**src/rtl/unary_pkg.sv**
```systemverilog
// Shared definitions for the count-to-unary expander: default sizes, FSM
// state encoding, mode constants and the count saturation helpers.
package unary_pkg;

    localparam int DEF_WIDTH = 32;
    localparam int DEF_CW    = 6;
    localparam int BEAT_W    = $clog2(DEF_WIDTH);

    // Largest legal count, expressed in count-width bits.
    localparam logic [DEF_CW-1:0] WIDTH_CNT = DEF_CW'(DEF_WIDTH);

    // Index of the final serial beat.
    localparam logic [BEAT_W-1:0] LAST_BEAT = BEAT_W'(DEF_WIDTH - 1);
    localparam logic [BEAT_W-1:0] BEAT_ONE  = BEAT_W'(1);
    localparam logic [BEAT_W-1:0] BEAT_ZERO = BEAT_W'(0);

    typedef enum logic [1:0] {
        IDLE = 2'd0,
        PAR  = 2'd1,
        SER  = 2'd2
    } state_e;

    localparam logic MODE_PAR = 1'b0;
    localparam logic MODE_SER = 1'b1;

    // Clamp a requested count to the word width.
    function automatic logic [DEF_CW-1:0] sat_count(input logic [DEF_CW-1:0] cnt);
        if (cnt > WIDTH_CNT) begin
            return WIDTH_CNT;
        end else begin
            return cnt;
        end
    endfunction

    // Flags a request that had to be clamped.
    function automatic logic count_over(input logic [DEF_CW-1:0] cnt);
        return (cnt > WIDTH_CNT);
    endfunction

endpackage

```
**src/rtl/unary_expander32_thermo_decode.sv**
```systemverilog
// Purely combinational count-to-thermometer decoder: bits [k-1:0] set.
module thermo_decode
    import unary_pkg::*;
#(
    parameter int WIDTH = DEF_WIDTH,
    parameter int CW    = DEF_CW
) (
    input  logic [CW-1:0]    k,
    output logic [WIDTH-1:0] therm
);

    // Each bit is set exactly when its index lies below the count.
    always_comb begin
        therm = {WIDTH{1'b0}};
        for (int i = 0; i < WIDTH; i++) begin
            if (CW'(i) < k) begin
                therm[i] = 1'b1;
            end else begin
                therm[i] = 1'b0;
            end
        end
    end

endmodule

```
**src/rtl/unary_expander32.sv**
```systemverilog
// Count-to-unary expander: turns an accepted ones-count into either one
// thermometer word or a 32-beat serial stream carrying that many ones.
module unary_expander32
    import unary_pkg::*;
(
    input  logic                 clk,
    input  logic                 rst,
    input  logic                 in_valid,
    output logic                 in_ready,
    input  logic [DEF_CW-1:0]    in_count,
    input  logic                 in_mode,
    output logic                 out_valid,
    input  logic                 out_ready,
    output logic [DEF_WIDTH-1:0] out_word,
    output logic                 out_last,
    output logic                 out_err
);

    state_e               state_r;
    state_e               state_n_s;
    logic [DEF_CW-1:0]    k_r;
    logic [DEF_CW-1:0]    k_n_s;
    logic                 err_r;
    logic                 err_n_s;
    logic [BEAT_W-1:0]    beat_r;
    logic [BEAT_W-1:0]    beat_n_s;

    logic                 out_valid_r;
    logic                 out_valid_n_s;
    logic [DEF_WIDTH-1:0] out_word_r;
    logic [DEF_WIDTH-1:0] out_word_n_s;
    logic                 out_last_r;
    logic                 out_last_n_s;
    logic                 out_err_r;
    logic                 out_err_n_s;

    logic [DEF_WIDTH-1:0] therm_s;
    logic                 ser_bit_s;
    logic                 adv_s;
    logic                 fire_s;
    logic                 accept_s;

    // Handshake qualifiers: a beat moves, the final beat moves, a count enters.
    assign adv_s    = out_valid_r & out_ready;
    assign fire_s   = adv_s & out_last_r;
    assign in_ready = (state_r == IDLE) | fire_s;
    assign accept_s = in_valid & in_ready;

    assign out_valid = out_valid_r;
    assign out_word  = out_word_r;
    assign out_last  = out_last_r;
    assign out_err   = out_err_r;

    // The thermometer is decoded from the next count so the word is registered.
    thermo_decode #(
        .WIDTH (DEF_WIDTH),
        .CW    (DEF_CW)
    ) u_thermo (
        .k     (k_n_s),
        .therm (therm_s)
    );

    // Serial bit for the upcoming beat: one while the beat index is below k.
    assign ser_bit_s = ({{(DEF_CW - BEAT_W){1'b0}}, beat_n_s} < k_n_s);

    // Next-state logic: accept a count, finish, step the serial beat, or hold.
    always_comb begin
        state_n_s = state_r;
        k_n_s     = k_r;
        err_n_s   = err_r;
        beat_n_s  = beat_r;
        if (accept_s) begin
            k_n_s    = sat_count(in_count);
            err_n_s  = count_over(in_count);
            beat_n_s = BEAT_ZERO;
            if (in_mode == MODE_SER) begin
                state_n_s = SER;
            end else begin
                state_n_s = PAR;
            end
        end else if (fire_s) begin
            state_n_s = IDLE;
            beat_n_s  = BEAT_ZERO;
        end else if (adv_s && (state_r == SER)) begin
            beat_n_s = beat_r + BEAT_ONE;
        end else begin
            state_n_s = state_r;
        end
    end

    // Output beat for the next cycle, derived from the next state only.
    always_comb begin
        out_valid_n_s = 1'b0;
        out_word_n_s  = {DEF_WIDTH{1'b0}};
        out_last_n_s  = 1'b0;
        out_err_n_s   = 1'b0;
        case (state_n_s)
            PAR: begin
                out_valid_n_s = 1'b1;
                out_word_n_s  = therm_s;
                out_last_n_s  = 1'b1;
                out_err_n_s   = err_n_s;
            end
            SER: begin
                out_valid_n_s = 1'b1;
                out_word_n_s  = {{(DEF_WIDTH - 1){1'b0}}, ser_bit_s};
                out_last_n_s  = (beat_n_s == LAST_BEAT);
                out_err_n_s   = err_n_s;
            end
            IDLE: begin
                out_valid_n_s = 1'b0;
            end
            default: begin
                out_valid_n_s = 1'b0;
            end
        endcase
    end

    // State, transaction and output registers with synchronous reset.
    always_ff @(posedge clk) begin
        if (rst) begin
            state_r     <= IDLE;
            k_r         <= {DEF_CW{1'b0}};
            err_r       <= 1'b0;
            beat_r      <= BEAT_ZERO;
            out_valid_r <= 1'b0;
            out_word_r  <= {DEF_WIDTH{1'b0}};
            out_last_r  <= 1'b0;
            out_err_r   <= 1'b0;
        end else begin
            state_r     <= state_n_s;
            k_r         <= k_n_s;
            err_r       <= err_n_s;
            beat_r      <= beat_n_s;
            out_valid_r <= out_valid_n_s;
            out_word_r  <= out_word_n_s;
            out_last_r  <= out_last_n_s;
            out_err_r   <= out_err_n_s;
        end
    end

endmodule
```
**config.mk**
```make
export PLATFORM = sky130hd
export DESIGN_NAME = unary_expander32
export DESIGN_NICKNAME = d
export VERILOG_FILES = /design/src/rtl/unary_pkg.sv /design/src/rtl/unary_expander32_thermo_decode.sv /design/src/rtl/unary_expander32.sv
export SDC_FILE = /design/constraint.sdc
export NUM_CORES = 1
export LEC_CHECK = 0
export CAP_MARGIN = 20
export CORE_ASPECT_RATIO = 0.7
export CORE_MARGIN = 2
export CORE_UTILIZATION = 44
export CTS_CLUSTER_DIAMETER = 120
export DETAILED_ROUTE_END_ITERATION = 8
export GPL_TIMING_DRIVEN = 0
export HOLD_SLACK_MARGIN = 0.12
export PLACE_DENSITY = 0.84
export SLEW_MARGIN = 5
export SYNTH_ARGS = -nofsm -noshare
export SYNTH_HDL_FRONTEND = slang
export SYNTH_SLANG_ARGS = --single-unit
```
**constraint.sdc**
```tcl
create_clock -name clk -period 3.1 [get_ports clk]
set_clock_uncertainty 0.1 [all_clocks]
set_input_delay 0.62 -clock clk [delete_from_list [all_inputs] [get_ports clk]]
set_output_delay 0.62 -clock clk [all_outputs]
set_load 0.02 [all_outputs]
```
==> metrics.md, run 1 <==
| Metric | Value |
|---|---|
| Slew @ Worst Pin | `between 0.7 and 0.8 ns` |
| RSZ-0062 raised after global routing | `false` |
| Remaining DRCs | `6` |
| Finished Cell Area | `2780 µm²` |
| # placed instances | `326` |
| Clock slew seen by the registers of the worst setup and hold paths | `~0.080 ns` |
| Io pins | `47` |
| Avg Cell Area, Syn | `slightly above 9 µm²` |
| Crit path kind | `primary input to flip-flop` |
| Crit Path Max Fanout | `10` |
| WL per Instance | `15.4 µm` |
| Worst IR drop on VDD | `about 0.18 mV` |
| Layout Cells excl Fill | `around 340` |
| Synth async-reset ratio | `0%` |
| Max Transition Viols Final | `0` |
| Crit path cell chain | `clkbuf_2 -> or3b_4 -> buf_6 -> nand2_4 -> clkbuf_16 -> mux2_4 -> inv_1 -> ha_1 -> a21o_1 -> a21oi_2 -> o21ai_1 -> o41a_1 -> o221ai_2` |
| Mapped Cells | `around 230` |
| Post-DP HPWL | `approximately 3900 µm` |
| Die height | `just over 60 µm` |
| Critical Path Source Type | `primary input` |
| Vias in the first global route | `between 1500 and 2000` |
| CTS buffer count | `5` |
| Largest net degree at the start of global routing | `15` |
| Total GRT Usage | `a little over a fifth` |
| DRT antenna net count | `0` |
| WP buf/inv | `4` |
| H-tree depth | `2` |
| Critical Path RT | `~3.2 ns` |
| Antenna cell count | `0` |
| Critical Path End Type | `flip-flop` |
| Final worst slack | `about 0.097 ns` |
| Core area | `about 4400 µm²` |
| Failing checks | `design-rule violations` |
| Synth-to-Final Area Change | `35.0%` |
| Max Buffers Root-to-Sink | `2` |
| Status | `finished, violations left` |
| Root buffer cell | `clkbuf_8` |
| # hold bufs at CTS | `0` |
| Final setup viols | `0` |
| Fin. Hold Viols | `0` |
| DR pass1 iterations | `7` |
| Static Leak | `about 1.1 nW` |
| Max-Slew Margin vs Limit | `47.0%` |
| CTS tree | `built` |
| Via-per-instance ratio | `5.55` |
| Period utilisation layout | `96.9%` |
| Total wire length | `5290 µm` |
| Rows | `20` |
| RD Place Congestion | `between 0.9 and 1` |
| Slowest CP cell | `or3b_4` |
| Critical path arrival | `roughly 3.1 ns` |
| Cell family with most CP delay | `compound AO/OA/AOI/OAI gates` |
| Horiz. Die Dim | `85.7 µm` |
| Top routing layer in use | `met4` |
| Register bit count reported by yosys | `~50` |
| Ys Warns | `0` |
| Die area | `roughly 5200 µm²` |
| Vias | `between 1500 and 2000` |
| Layout cells sized above 1 | `13.5%` |
| Dpl cell area | `2590 µm²` |
| Max-cap violations | `0` |
| Synthesized cell area | `slightly above 2000 µm²` |
| Pwr Total | `approximately 1.3 mW` |
| Max stage delay on crit path | `between 0.3 and 0.4 ns` |
| First-pass GRT wire length | `about 8400 µm` |
| Wl on met1 | `~2600 µm` |
| Distinct cell type count after synthesis | `44` |
| Net Count, Synth | `243` |
| Input/output buffers | `46` |
| Initial Util | `between 40% and 50%` |
| Number of synthesized flops with an enable pin | `0` |
| Worst hold path type | `flip-flop to flip-flop` |
| Final #Nets | `around 300` |
| Fmax | `333 MHz` |
| Met2 routed WL | `between 2000 and 2500 µm` |
| Fin crit period | `between 3 and 4 ns` |
| Worst slack, placed | `-0.727 ns` |
| Cell area power density | `between 400 and 500 nW/µm²` |
| Clk_lat worst skew | `around 0.3 ns` |
| Overflow after GRT | `0` |
| Clock Sink Count | `49` |
| Register area share after synthesis | `47.7%` |
| WL met3 | `about 320 µm` |
| Initial antenna violation count | `0` |
| 1st-iter DRT viols | `around 160` |
| Synth Flop Type | `dfxtp_1` |
-- power by group --
| group | total (mW) | internal [mW] | switching, mW |
|---|---|---|---|
| combinational | 0.253 | 0.112 | 0.141 |
| sequential | 0.670 | 0.654 | 0.0165 |
| clock | 0.357 | 0.160 | 0.197 |
-- worst min-delay path: cells and delay by family, from the launching register on --
family	cells	cell delay (ns)
and+or+nand+nor	1	0.05
AOI/OAI and AO/OA	1	0.06
DFF	1	0.31
-- flip-flops by register name, summed over array words and instances (netlist names) --
| name | cells |
|---|---|
| out_word | 32 |
| k_r | 6 |
| beat_r | 5 |
| state_r | 2 |
| err_r | 1 |
| out_err | 1 |
| out_last | 1 |
| out_valid | 1 |
-- logic make-up (layout without fill, tap and decap cells) --
| kind of cell | count (synthesis) | count (layout) | share of synthesized area, % |
|---|---|---|---|
| multiplexers | 10 | 10 | 5.35 |
| AND/OR/NAND/NOR | 80 | 80 | 19.0 |
| buffers and inverters | 22 | 85 | 5.23 |
| XOR/XNOR | 4 | 4 | 1.70 |
| adder cells (fa/ha/maj) | 7 | 7 | 4.26 |
| flip-flops | 49 | 49 | 47.7 |
| AO/OA/AOI/OAI | 53 | 53 | 16.7 |
-- Yosys cell counts (2+ instances only) --
library cell   n  area, µm²
a21oi_1       15       75.1
a22oi_1        2       15.0
a31oi_1        7       43.8
and2_1         2       12.5
buf_2          3       15.0
clkbuf_1       3       11.3
dfxtp_1       49        981
ha_1           7       87.6
inv_1         13       48.8
mux2_2         4       45.0
mux2i_1        5       50.1
nand2_1       19       71.3
nand2b_1       2       12.5
nand3_1       10       50.1
nand3b_1       3       22.5
nand4_1        4       25.0
nor2_1        24       90.1
nor2b_1        4       25.0
nor3_1         5       25.0
o2111ai_1      2       17.5
o21ai_0       14       70.1
o41ai_1        3       26.3
or3_1          2       12.5
xnor2_1        3       26.3
-- layout make-up --
cell class,instances,area (µm²)
Buffer,9,76.3
Clock buffer,7,76.3
Clock inverter,1,7.51
Fill cell,367,1650
Inverter,13,48.8
Multi-Input combinational cell,154,991
Sequential cell,49,982
Tap cell,55,68.8
Timing Repair Buffer,55,526
-- per-stage QoR --
step	hold WS, ns	TNS, ns	util (%)
2_1_floorplan	0.322	0	-
3_3_place_gp	0.345	-17.08	58.4
3_5_place_dp	0.350	-18.54	58.4
4_1_cts	0.364	0	61.3
5_1_grt	0.434	0	62.7
6_report	0.361	0	62.7
-- layout by cell type, fill, tap and decap left out, types with 7 or more instances in the layout --
cell | synthesis | routed
dfxtp_1 | 49 | 48
a31oi_1 | 7 | 7
nand2_1 | 19 | 19
a21oi_1 | 15 | 13
nor2_1 | 24 | 23
buf_4 | 1 | 12
inv_1 | 13 | 13
o21ai_0 | 14 | 12
nand3_1 | 10 | 10
ha_1 | 7 | 7
clkdlybuf4s50_1 | 0 | 44
-- routing by layer --
metal | vias up | GRT usage (%)
li1 | 918 | -
met1 | 898 | 28.8
met2 | 81 | 34.2
met3 | 7 | 4.02
met4 | 0 | 7.48
met5 | - | 0
-- path summary, 6_finish.rpt --
check / slack [ns] / depth (start not counted) / end / startpoint
hold / removal: 0.36 / 2 / err_r / err_r
setup reg to reg: 0.16 / 12 / out_word[0] / state_r[0]
setup / recovery: 0.1 / 13 / out_word[0] / in_valid
hold reg to reg: 0.36 / 2 / err_r / err_r
-- repair_timing --
item,4_1_cts,5_1_grt
endpoints found under the setup margin,33,32
buffers inserted,1,8
gates resized for setup,13,7
pin swaps,1,5
cloned,0,0
(Power assumes the default switching activity.)
==> inputs of run 2 (changes only) <==
CORE_ASPECT_RATIO = 0.75   (was 0.7)
==> metrics.md, run 2 (same netlist as run 1, synthesis figures left out) <==
| Metric | Value |
|---|---|
| Fin. Hold Viols | `0` |
| Crit path kind | `primary input to flip-flop` |
| Initial Util | `between 40% and 50%` |
| Critical Path Source Type | `primary input` |
| Rows | `21` |
| Slew @ Worst Pin | `0.754 ns` |
| Worst hold path type | `flip-flop to flip-flop` |
| Initial antenna violation count | `0` |
| Max-cap violations | `0` |
| Die area | `about 5200 µm²` |
| 1st-iter DRT viols | `~210` |
| Post-DP HPWL | `roughly 3800 µm` |
| DRT antenna net count | `0` |
| Critical Path RT | `3.22 ns` |
| Pint | `around 1.0 mW` |
| Clock Sink Count | `49` |
| Share of power burned in registers | `between 40% and 50%` |
| RD Place Congestion | `0.885` |
| Max Buffers Root-to-Sink | `2` |
| Largest register FFs | `32` |
| H-tree depth | `2` |
| Comb pwr share | `between 15 and 20%` |
| Final setup viols | `0` |
| Max stage delay on crit path | `around 0.36 ns` |
| # fillers | `~370` |
| Worst IR drop on VDD | `about 0.27 mV` |
| Antenna cell count | `0` |
| Largest net degree at the start of global routing | `15` |
| Die height | `approximately 63 µm` |
| Layout Cells excl Fill | `around 340` |
| Final Util | `around 63%` |
| Overflow after GRT | `0` |
| Max-Slew Margin vs Limit | `between 40% and 50%` |
| Io pins | `47` |
| Crit path cell chain | `clkbuf_2 -> or3b_1 -> buf_6 -> nand2_4 -> clkbuf_16 -> mux2_4 -> inv_2 -> ha_1 -> a21o_1 -> a21oi_2 -> o21ai_2 -> o41a_1 -> o221ai_2` |
| Sw Pwr | `roughly 0.35 mW` |
| Total wire length | `~5000 µm` |
| Dpl cell area | `2590 µm²` |
| RSZ-0062 raised after global routing | `false` |
| Max Transition Viols Final | `0` |
| Synth-to-Final Area Change | `36.9%` |
| Critical Path End Type | `flip-flop` |
| Via-per-instance ratio | `around 5.4` |
| Switching portion of total power | `roughly 26%` |
| Most frequent cells in the layout | `49 x dfxtp_1, 44 x clkdlybuf4s50_1, 23 x nor2_1` |
| Input/output buffers | `46` |
| Fin crit period | `approximately 3.0 ns` |
| Remaining DRCs | `0` |
| # placed instances | `~330` |
| Status | `completed` |
| Final hold slack | `between 0.3 and 0.4 ns` |
| Finished Cell Area | `2820 µm²` |
| Final #Nets | `304` |
| First-pass GRT wire length | `8480 µm` |
| WP buf/inv | `4` |
| Static Leak | `1.16 nW` |
| Horiz. Die Dim | `between 80 and 90 µm` |
| Total GRT Usage | `about a fifth` |
| Fmax | `~340 MHz` |
| Pwr Total | `1.37 mW` |
| Critical path arrival | `3.09 ns` |
| Vias | `1853` |
| Cell area power density | `between 400 and 500 nW/µm²` |
| DR pass1 iterations | `4` |
| Period utilisation layout | `95.6%` |
| CTS buffer count | `5` |
| Clock slew seen by the registers of the worst setup and hold paths | `0.08 ns` |
| CTS tree | `built` |
| Vias in the first global route | `between 1500 and 2000` |
| Clk_lat worst skew | `~0.31 ns` |
| Slowest CP cell | `or3b_1` |
| Sequential cell area | `981 µm²` |
| Cell family with most CP delay | `compound AO/OA/AOI/OAI gates` |
| Combined area of the multi-input logic cells | `1000 µm²` |
| Crit Path Max Fanout | `10` |
| Core area | `between 4000 and 5000 µm²` |
| Clock network power share | `between 30% and 40%` |
| WL per Instance | `between 10 and 15 µm` |
| Layout cells sized above 1 | `14.3%` |
| Commonest non-fill, non-tap cell in the layout | `dfxtp_1` |
| Root buffer cell | `clkbuf_8` |
-- run 2: cell types whose count changed in the layout (fill, tap and decap cells not counted), sizes merged --
cell and delta:
clkbuf +1, buf -2, bufinv +1, clkinvlp -1
-- run 2: area by class of cell --
| class | instances | area share (%) |
|---|---|---|
| multi-input combinational | 154 | 35.6 |
| sequential | 49 | 34.8 |
| timing repair buffer | 55 | 18.7 |
| clock buffer | 7 | 3.07 |
| tap | 57 | 2.53 |
| buffer | 8 | 2.44 |
| inverter | 13 | 1.73 |
| clock inverter | 1 | 1.07 |
-- run 2: repair_timing --
action | CTS | global route
pin swaps | 2 | 4
setup endpoints to repair | 33 | 19
hold buffers | 0 | 0
gates resized for setup | 13 | 7
setup buffers | 5 | 4
-- run 2: worst min-delay path, stage by stage, from the launching register on --
cell and delay (ns):
dfxtp_1 0.31, nand2_1 0.05, a21oi_1 0.06
-- run 2: final timing paths --
check / from / to / slack, ns / cells past startpoint
hold reg to reg: err_r / err_r / 0.36 / 2
setup reg to reg: state_r[0] / out_word[0] / 0.18 / 12
hold / removal: err_r / err_r / 0.36 / 2
setup / recovery: in_valid / out_word[0] / 0.14 / 13
-- run 2: per-stage QoR --
| step | setup TNS, ns | setup slack, ns |
|---|---|---|
| floorplan | 0 | 0.0878 |
| global placement | -18.24 | -0.668 |
| detailed placement | -20.12 | -0.706 |
| CTS | 0 | 0.0554 |
| global route | 0 | 0.0806 |
| finish | 0 | 0.136 |
-- run 2: power by group through the flow --
stage / sequential, mW / combinational [mW] / clock [mW]
2_1_floorplan: 0.703 / 0.115 / 0
3_3_place_gp: 0.682 / 0.220 / 0
3_5_place_dp: 0.683 / 0.225 / 0
4_1_cts: 0.669 / 0.238 / 0.465
5_1_grt: 0.672 / 0.262 / 0.492
6_report: 0.669 / 0.242 / 0.461
-- run 2: layer usage --
layer / track usage (%) / routed length (µm)
met4: 9.43 / 93
met3: 5.50 / 368
met1: 27.4 / 2370
met2: 30.8 / 2180
met5: 0 / 0
